`config.mk`:
```
export PLATFORM = sky130hd
export DESIGN_NAME = pipe_hazard_ctrl
export DESIGN_NICKNAME = d
export VERILOG_FILES = /design/src/rtl/pipe_hazard_ctrl.sv
export SDC_FILE = /design/constraint.sdc
export NUM_CORES = 1
export LEC_CHECK = 0
export CAP_MARGIN = 20
export CORE_ASPECT_RATIO = 1.1
export CORE_MARGIN = 10
export CORE_UTILIZATION = 45
export CTS_CLUSTER_SIZE = 25
export DETAILED_ROUTE_END_ITERATION = 16
export PLACE_DENSITY = 0.74
export SETUP_SLACK_MARGIN = 0.2
export SKIP_LAST_GASP = 1
export SLEW_MARGIN = 20
export SYNTH_ARGS = -nofsm -noshare
export SYNTH_HDL_FRONTEND = slang
export SYNTH_SLANG_ARGS = --single-unit
```
`constraint.sdc`:
```
create_clock -name clk -period 2.9 [get_ports clk]
set_clock_uncertainty 0.15 [all_clocks]
set_input_delay 0.29 -clock clk [delete_from_list [all_inputs] [get_ports clk]]
set_output_delay 0.29 -clock clk [all_outputs]
set_load 0.005 [all_outputs]
```
`src/rtl/pipe_hazard_ctrl.sv`:
```
// Hazard and forwarding controller for the in-order pipeline.
// A shadow scoreboard follows every instruction leaving ID through the
// NSTAGE post-decode stages (0 = EX ... NSTAGE-1 = WB). Each ID source is
// compared against it to decide between stalling, forwarding or reading
// the register file. Stall and redirect events feed saturating counters.
module pipe_hazard_ctrl #(
  parameter int NSTAGE     = 3,
  parameter int FWD_EN     = 1,
  parameter int LOAD_READY = 1,
  parameter int WB_BYPASS  = 0,
  parameter int CNT_W      = 32
) (
  input  logic                            clk,
  input  logic                            reset,
  input  logic                            id_valid,
  input  logic [4:0]                      id_rs1,
  input  logic [4:0]                      id_rs2,
  input  logic                            id_rs1_used,
  input  logic                            id_rs2_used,
  input  logic [4:0]                      id_rd,
  input  logic                            id_wen,
  input  logic                            id_is_load,
  input  logic                            ex_redirect,
  input  logic                            cnt_clr,
  output logic                            pc_we,
  output logic                            ifid_we,
  output logic                            ifid_flush,
  output logic                            idex_flush,
  output logic [$clog2(NSTAGE+1)-1:0]     fwd_rs1_sel,
  output logic [$clog2(NSTAGE+1)-1:0]     fwd_rs2_sel,
  output logic [CNT_W-1:0]                stall_cnt,
  output logic [CNT_W-1:0]                redirect_cnt
);

  localparam int SW = $clog2(NSTAGE + 1);

  // Scoreboard: one entry per post-decode stage, index 0 is youngest (EX).
  logic [NSTAGE-1:0] sb_valid;
  logic [NSTAGE-1:0] sb_wen;
  logic [NSTAGE-1:0] sb_load;
  logic [4:0]        sb_rd [NSTAGE];

  // Both ID sources are handled by identical logic, indexed 0 = rs1, 1 = rs2.
  logic [4:0]    src      [2];
  logic [1:0]    src_used;
  logic [1:0]    src_haz;
  logic [SW-1:0] next_sel [2];

  logic stall;
  logic advance;

  assign src[0]      = id_rs1;
  assign src[1]      = id_rs2;
  assign src_used[0] = id_rs1_used;
  assign src_used[1] = id_rs2_used;

  generate
    for (genvar gi = 0; gi < 2; gi++) begin : g_src
      // Find the youngest matching writer and classify it as stall/forward/none.
      always_comb begin
        logic hit;
        logic hit_load;
        int   hit_k;
        hit      = 1'b0;
        hit_load = 1'b0;
        hit_k    = 0;
        // Scan oldest to youngest so the lowest matching index wins.
        for (int k = NSTAGE - 1; k >= 0; k--) begin
          if (src_used[gi] && sb_valid[k] && sb_wen[k] &&
              (sb_rd[k] != 5'd0) && (sb_rd[k] == src[gi])) begin
            hit      = 1'b1;
            hit_load = sb_load[k];
            hit_k    = k;
          end
        end
        src_haz[gi]  = 1'b0;
        next_sel[gi] = '0;
        if (hit) begin
          if (FWD_EN == 0) begin
            // Without forwarding only a write-first WB stage avoids a stall.
            src_haz[gi] = (hit_k < NSTAGE - 1) || (WB_BYPASS == 0);
          end else if (hit_load && (hit_k < LOAD_READY)) begin
            src_haz[gi] = 1'b1;
          end else if (hit_k == NSTAGE - 1) begin
            // WB result comes from the register file, not a forward path.
            src_haz[gi] = (WB_BYPASS == 0);
          end else begin
            // Producer will have moved one stage further when we reach EX.
            next_sel[gi] = SW'(hit_k + 1);
          end
        end
      end
    end
  endgenerate

  assign stall   = id_valid && (src_haz != 2'b00);
  assign advance = id_valid && !stall && !ex_redirect;

  // Pipeline control: redirect overrides stall, stall freezes PC and IF/ID.
  always_comb begin
    pc_we      = 1'b1;
    ifid_we    = 1'b1;
    ifid_flush = 1'b0;
    idex_flush = 1'b0;
    if (ex_redirect) begin
      ifid_flush = 1'b1;
      idex_flush = 1'b1;
    end else if (stall) begin
      pc_we      = 1'b0;
      ifid_we    = 1'b0;
      idex_flush = 1'b1;
    end
  end

  // Shift the scoreboard; a bubble enters whenever ID does not advance.
  always_ff @(posedge clk or posedge reset) begin
    if (reset) begin
      sb_valid <= '0;
      sb_wen   <= '0;
      sb_load  <= '0;
      for (int i = 0; i < NSTAGE; i++) sb_rd[i] <= 5'd0;
    end else begin
      sb_valid[0] <= advance;
      sb_wen[0]   <= id_wen;
      sb_load[0]  <= id_is_load;
      sb_rd[0]    <= id_rd;
      for (int i = 1; i < NSTAGE; i++) begin
        sb_valid[i] <= sb_valid[i-1];
        sb_wen[i]   <= sb_wen[i-1];
        sb_load[i]  <= sb_load[i-1];
        sb_rd[i]    <= sb_rd[i-1];
      end
    end
  end

  // Forward selects follow the instruction into EX; bubbles read the RF.
  always_ff @(posedge clk or posedge reset) begin
    if (reset) begin
      fwd_rs1_sel <= '0;
      fwd_rs2_sel <= '0;
    end else if (advance) begin
      fwd_rs1_sel <= next_sel[0];
      fwd_rs2_sel <= next_sel[1];
    end else begin
      fwd_rs1_sel <= '0;
      fwd_rs2_sel <= '0;
    end
  end

  // Saturating event counters; clear wins over a same-cycle event.
  always_ff @(posedge clk or posedge reset) begin
    if (reset) begin
      stall_cnt    <= '0;
      redirect_cnt <= '0;
    end else if (cnt_clr) begin
      stall_cnt    <= '0;
      redirect_cnt <= '0;
    end else begin
      if (stall && !ex_redirect && (stall_cnt != {CNT_W{1'b1}}))
        stall_cnt <= stall_cnt + 1'b1;
      if (ex_redirect && (redirect_cnt != {CNT_W{1'b1}}))
        redirect_cnt <= redirect_cnt + 1'b1;
    end
  end

endmodule

```
# After elaboration in Yosys (flattened, before gate mapping)
# Index checks and enable logic that the tools add are counted.
[op_classes] addsub=4 n_mul=0 n_div=0 n_lt_le_gt_ge=2 n_eq_ne=10 shifts=0 muxes=41 bitwise=0 n_reduce_logical=40
[op_table] op="$mux 32" n=8
[op_table] op="$add 32x1->32 const B" n=2
[op_table] op="$eq 32x3->1 const B" n=2
[op_table] op="$lt 32x2->1 const B" n=2
[op_table] op="$ne 32x32->1 const B" n=2
[op_table] op="$logic_and 1x1->1" n=32
[op_table] op="$eq 5x5->1" n=6
[op_table] op="$mux 1" n=23
[op_table] op="$mux 2" n=10
[op_table] op="$reduce_bool 5->1" n=3
[op_table] op="$reduce_bool 2->1" n=3
[op_table] op="$add 2x2->2 const B" n=2
[op_table] op="$logic_not 1->1" n=2
[word_totals] ff_bits=92 latchBits=0 ramBits=0 mem_bits_ro=0 input_bits=24 elab_cells=107 mem_count=0

# Depth between registers and ports, before layout
[logic_depth] depth_word=17 depth_mapped=9 ltp_nobuf=7

# Worst setup path before layout
# OpenSTA, ideal clock, no wires.
[synth_timing] path_type="reg-to-reg" from="register sb_rd[5] in the netlist's numbering" to="register stall_cnt[11]" setup_time_ns=0.125 arrival_ns=2.263 required_ns=2.625 path_slack_ns=0.363 stages_incl_launch_ff=10 path_buffers=2 cell_sequence="dfrtp_1 -> or3_1 -> o311a_1 -> nand4_2 -> nand3_2 -> o211a_1 -> buf_6 -> buf_6 -> nor3_1 -> mux2_2"
[synth_via] elab_chain_len=14 elab_cells_between_ends=36 cone_classes="2 x order compare; 4 x eq/ne; 18 x mux; 12 x reduce/logical"
[synth_lines] element="start: declaration" line="41" text="logic [4:0] sb_rd [NSTAGE];"
[synth_lines] element="start signal: indexed assignment" line="131" text="sb_rd[i] <= sb_rd[i-1];"
[synth_lines] element="$reduce_bool 5->1" line="70" text="(sb_rd[k] != 5'd0) && (sb_rd[k] == src[gi])) begin"
[synth_lines] element="$logic_and 1x1->1" line="69" text="if (src_used[gi] && sb_valid[k] && sb_wen[k] &&"
[synth_lines] element="$logic_and 1x1->1" line="70"
[synth_lines] element="$mux 32 (2 in a row)" line="69"
[synth_lines] element="$lt 32x2->1 or $eq 32x3->1 (tied branches)" line="82, 84"
[synth_lines] element="$logic_and 1x1->1 or $mux 1 (tied branches)" line="82, 84"
[synth_lines] element="$mux 1" line="82" text="end else if (hit_load && (hit_k < LOAD_READY)) begin"
[synth_lines] element="$mux 1" line="78" text="if (hit) begin"
[synth_lines] element="$reduce_bool 2->1 *" line="96" text="assign stall = id_valid && (src_haz != 2'b00);"
[synth_lines] element="$logic_and 1x1->1 *" line="96"
[synth_lines] element="$logic_and 1x1->1 * (2 in a row)" line="159" text="if (stall && !ex_redirect && (stall_cnt != {CNT_W{1'b1}}))"
[synth_lines] element="$reduce_bool 2->1 (no source line) *"
[synth_lines] element="end signal: assignment" line="160" text="stall_cnt <= stall_cnt + 1'b1;"
[synth_lines] element="end: declaration" line="31" text="output logic [CNT_W-1:0] stall_cnt,"
# Mark *: on every way between the ends. The rest lies on a longest branch, timed or not.
# A chain may end at the register's enable or synchronous reset.

# Worst setup path in the final report
[layout_timing] from="register sb_rd[13] in the netlist's numbering" to="register stall_cnt[3]"
[layout_via] elab_chain_len=13 elab_cells_between_ends=30 cone_classes="2 x order compare; 4 x eq/ne; 12 x mux; 12 x reduce/logical"
[layout_lines] element="$reduce_bool 5->1" line="70"
[layout_lines] element="$logic_and 1x1->1" line="69"
[layout_lines] element="$logic_and 1x1->1" line="70"
[layout_lines] element="$mux 32" line="69"
[layout_lines] element="$lt 32x2->1 or $eq 32x3->1 (tied branches)" line="82, 84"
[layout_lines] element="$logic_and 1x1->1 or $mux 1 (tied branches)" line="82, 84"
[layout_lines] element="$mux 1" line="82"
[layout_lines] element="$mux 1" line="78"
[layout_lines] element="$reduce_bool 2->1 *" line="96"
[layout_lines] element="$logic_and 1x1->1 *" line="96"
[layout_lines] element="$logic_and 1x1->1 * (2 in a row)" line="159"
[layout_lines] element="$reduce_bool 2->1 (no source line) *"
# Marked as above.

==> out/results.txt <==
Summed over all layers, the global routing overflow is 0. Across the VDD grid, the largest voltage drop is 0.2764 mV. The tools report the global-route wire length before repair as 20540 µm. In this run the remaining antenna-violating nets after routing total 0.

The post-synthesis cell type with the largest combined area is sky130_fd_sc_hd__dfrtp_1. The tools report the smallest hold slack as 0.2265 ns. The dominant register cell in the synthesized netlist is sky130_fd_sc_hd__dfrtp_1. Cell repeated most along the worst path: sky130_fd_sc_hd__buf_12. The dominant delay contributor by cell family on the critical path was simple AND/OR/NAND/NOR gates.

STA puts the critical path data required time at 2.97 ns. The count of mapped cells out of synthesis is 478. The tools report the hold-critical path endpoint as sb_wen[2]. The synthesized design contains 0 enable-type register cells. After routing the design area is 6700 µm². The number of violations reported at the end of detailed-routing iteration 0 was 306.

For this design, the slowest cell found on the critical path is sky130_fd_sc_hd__or4_4. The placed instances occupy a cell area of 6020 µm². The count of fill cells added during filler insertion came out at 808. Sorting the synthesized cells by area gives the leading types as sky130_fd_sc_hd__dfrtp_1 (47%), sky130_fd_sc_hd__xor2_1 (5.9%), sky130_fd_sc_hd__xnor2_1 (5.3%). The delay of the slowest cell on the worst path was 0.55 ns.

In this run the mean area of a mapped cell was 9.936 µm². Timing would allow up to 0.3522 GHz. The clock passes through at most 2 buffers. The growth of design area from synthesis to finish is 41.07%, and the buffers plus inverters on the worst setup path is 3.

The share of the synthesized area in the top cell type is 47.42%. Power comes to 2.766 mW. The critical path launch point type is a flop.

After detailed placement, the design holds a cell count of 719. The logs give 0 for the number of warnings reported in the yosys synthesis log and 2.91 ns for the data arrival time at the worst-slack endpoint. The final route contains 4141 vias. The number of global-route vias before repair is 4147.

The global routing usage summed across all routing layers was 16.42%. The final hold violation count is 0, and the setup slack at placement is -0.06554 ns. The die width was 118.0 µm. For this design the ratio of total power to cell area is 412.8 nW/µm². The run gives 744 as the final non-filler cell total.

The number of clock buffers added by TritonCTS is 9. The total DRC errors in the routed layout was 0; the via density per instance was 5.566. The run gives 504 as the net count after synthesis. The worst min-delay path category is reg2reg.

The signal on the critical path passes through or4_4 > nor2_4 > buf_4 > nor3_4 > nand2b_1 > o211a_4 > buf_12 > buf_12 > nor3_2 > mux2_2. The critical path is of the reg2reg type. The synthesized netlist occupies a cell area of 4750 µm². The H-tree generated during clock tree synthesis spans 3 levels. The leading cell type by number of instances after synthesis was sky130_fd_sc_hd__dfrtp_1.

Capturing element type of the critical path: a flop. Clock-pin slew was measured on the worst setup and hold paths at 0.07 ns. Clock tree synthesis found a total of 90 sinks. For the cts-stage hold buffer count, the log shows 0. The source of the worst register-to-register timing path was sb_rd[13]. The final number of max-transition violations came out at 0. Measured along the y axis, the die boundary spans 127.8 µm.

The sequential fraction of the synthesis area was 47.42%; the post-detailed-route wirelength per cell was 17.88 µm. The maximum number of pins on one net before global-route repair was 54; the number of nets in the layout was 621. The cell depth of the worst flop-to-flop path came out at 10. For the number of endpoints failing setup at the final stage, the log shows 0. Setup repair after global routing could not meet its margin everywhere. The slack of the worst reg-to-reg path is 0.06 ns, and the number of cell rows is 39. The number of max-cap violations was 0; the utilization after layout was 64.77%. For the global placer's final weighted congestion, the log shows 0.9264. The slack of the critical path was 0.06110 ns; the post-route clock period utilization was 97.89%. Counting instances in the post-synthesis netlist gives the leading cell types as sky130_fd_sc_hd__dfrtp_1 (90), sky130_fd_sc_hd__nor2_1 (58), sky130_fd_sc_hd__xor2_1 (32).

The run gives 1 as the number of antenna violations at the first check in global routing. For this design the static power due to leakage is 2.715 nW. Destination of the worst register-to-register timing path: stall_cnt[3]. In this run the tightest slew margin relative to its limit is 31.24%.

The final layout contains routed wiring with a total length of 13300 µm. The number of detailed-route iterations in the first pass is 4, and the source-to-sink clock delay at the later pin of the worst-skew pair is 0.34 ns. The worst hold path was traced through 0 stages. Count of boundary I/O pins: 96. Adding up every negative setup slack in the final design gives 0 ns.

The fraction of layout cells with a size suffix above 1 was 19.67%; the final period demand of the worst path was 2.839 ns. The die covers 15070 µm². The worst hold path begins at sb_wen[1].

For this run, asynchronously set or reset flops after synthesis account for 100.0%. During placement, the flow inserted port buffers numbering 95. TritonCTS built the clock tree. The initial core utilization is 45.91%, and the count of unique library cells instantiated by Yosys is 50. For the pin with the worst max-slew slack, the measured transition is 1.031 ns.

Along the worst path, the maximum fanout reaches 8. The detailed-placement wirelength estimate came out at 9064 µm. The run finished with clean final reports. The region available for standard cell placement spans 10340 µm². Synthesis-stage register bit count: 90.

Buffer cell driving the clock tree root: sky130_fd_sc_hd__clkbuf_16.
==> cells in the final DEF (no fill, tap or decap), types with 9 or more instances in the layout <==
cell type	synthesis	routed
sky130_fd_sc_hd__nand3_1	21	21
sky130_fd_sc_hd__clkdlybuf4s50_1	0	91
sky130_fd_sc_hd__xor2_1	32	32
sky130_fd_sc_hd__xnor2_1	29	28
sky130_fd_sc_hd__clkbuf_16	0	11
sky130_fd_sc_hd__dfrtp_1	90	89
sky130_fd_sc_hd__o31ai_1	9	9
sky130_fd_sc_hd__nor2_1	58	57
sky130_fd_sc_hd__mux2_2	15	9
sky130_fd_sc_hd__nand4_1	23	23
sky130_fd_sc_hd__a21oi_2	0	10
sky130_fd_sc_hd__nor2b_1	16	16
sky130_fd_sc_hd__nand2_1	28	27
sky130_fd_sc_hd__buf_4	3	26
sky130_fd_sc_hd__and3_1	17	17
==> worst max-delay path by stage <==
stage	start	to	slack (ns)	cells after the start
2_1_floorplan	sb_rd[5]	stall_cnt[11]	0.36	9
3_3_place_gp	id_rs1[3]	stall_cnt[6]	-0.007	10
3_5_place_dp	id_rs1[0]	idex_flush	-0.07	9
4_1_cts	sb_rd[11]	idex_flush	0.07	8
5_1_grt	sb_rd[13]	stall_cnt[3]	-0.003	10
6_report	sb_rd[13]	stall_cnt[3]	0.06	10
==> layer usage <==
layer	vias up	wire length [µm]	track usage [%]
met1	2051	5486	19.64
met5	-	0	0
li1	1941	-	-
met3	25	894	4.890
met2	124	6586	26.62
met4	0	336	8.006
==> cell type report <==
| type | count | area (µm²) | area share [%] |
|---|---|---|---|
| clock inverters | 7 | 100.1 | 1.494 |
| multi-input cells | 357 | 2597 | 38.77 |
| well taps | 143 | 178.9 | 2.670 |
| clock buffers | 9 | 225.2 | 3.361 |
| diodes | 1 | 2.502 | 0.03735 |
| flip-flops and latches | 90 | 2253 | 33.63 |
| repair buffers | 131 | 1316 | 19.65 |
| inverters | 6 | 26.28 | 0.3922 |
==> registers in the layout (all words and copies together), names as in the netlist <==
signal and count:
redirect_cnt 32, fwd_rs1_sel 2, fwd_rs2_sel 2, stall_cnt 32
sb_valid 3, sb_load 1, sb_rd 15, sb_wen 3
==> power by group <==
part           switching, mW  total, mW  internal (mW)
sequential            0.0214       1.29           1.27
clock                  0.514       1.28          0.763
combinational          0.104      0.194         0.0897
total                  0.640       2.77           2.13
==> cells by family (layout without fill, tap and decap cells) <==
| kind of cell | Yosys count | count (layout) | synth area share (%) |
|---|---|---|---|
| compound gates | 36 | 36 | 4.821 |
| xor+xnor | 61 | 61 | 11.25 |
| fa+ha+maj | 2 | 2 | 0.5268 |
| buf+inv | 31 | 153 | 3.372 |
| flops | 90 | 90 | 47.42 |
| mux | 17 | 17 | 4.004 |
| other cells | 0 | 1 | 0 |
| simple gates | 241 | 241 | 28.61 |
==> timing repair <==
item / in CTS / in global routing
setup buffers: 3 / 3
gates resized for setup: 20 / 48
pin swaps: 6 / 29
gates cloned: 0 / 2
setup endpoints to repair: 21 / 34
No activity file was read; power rests on OpenSTA's default activity.
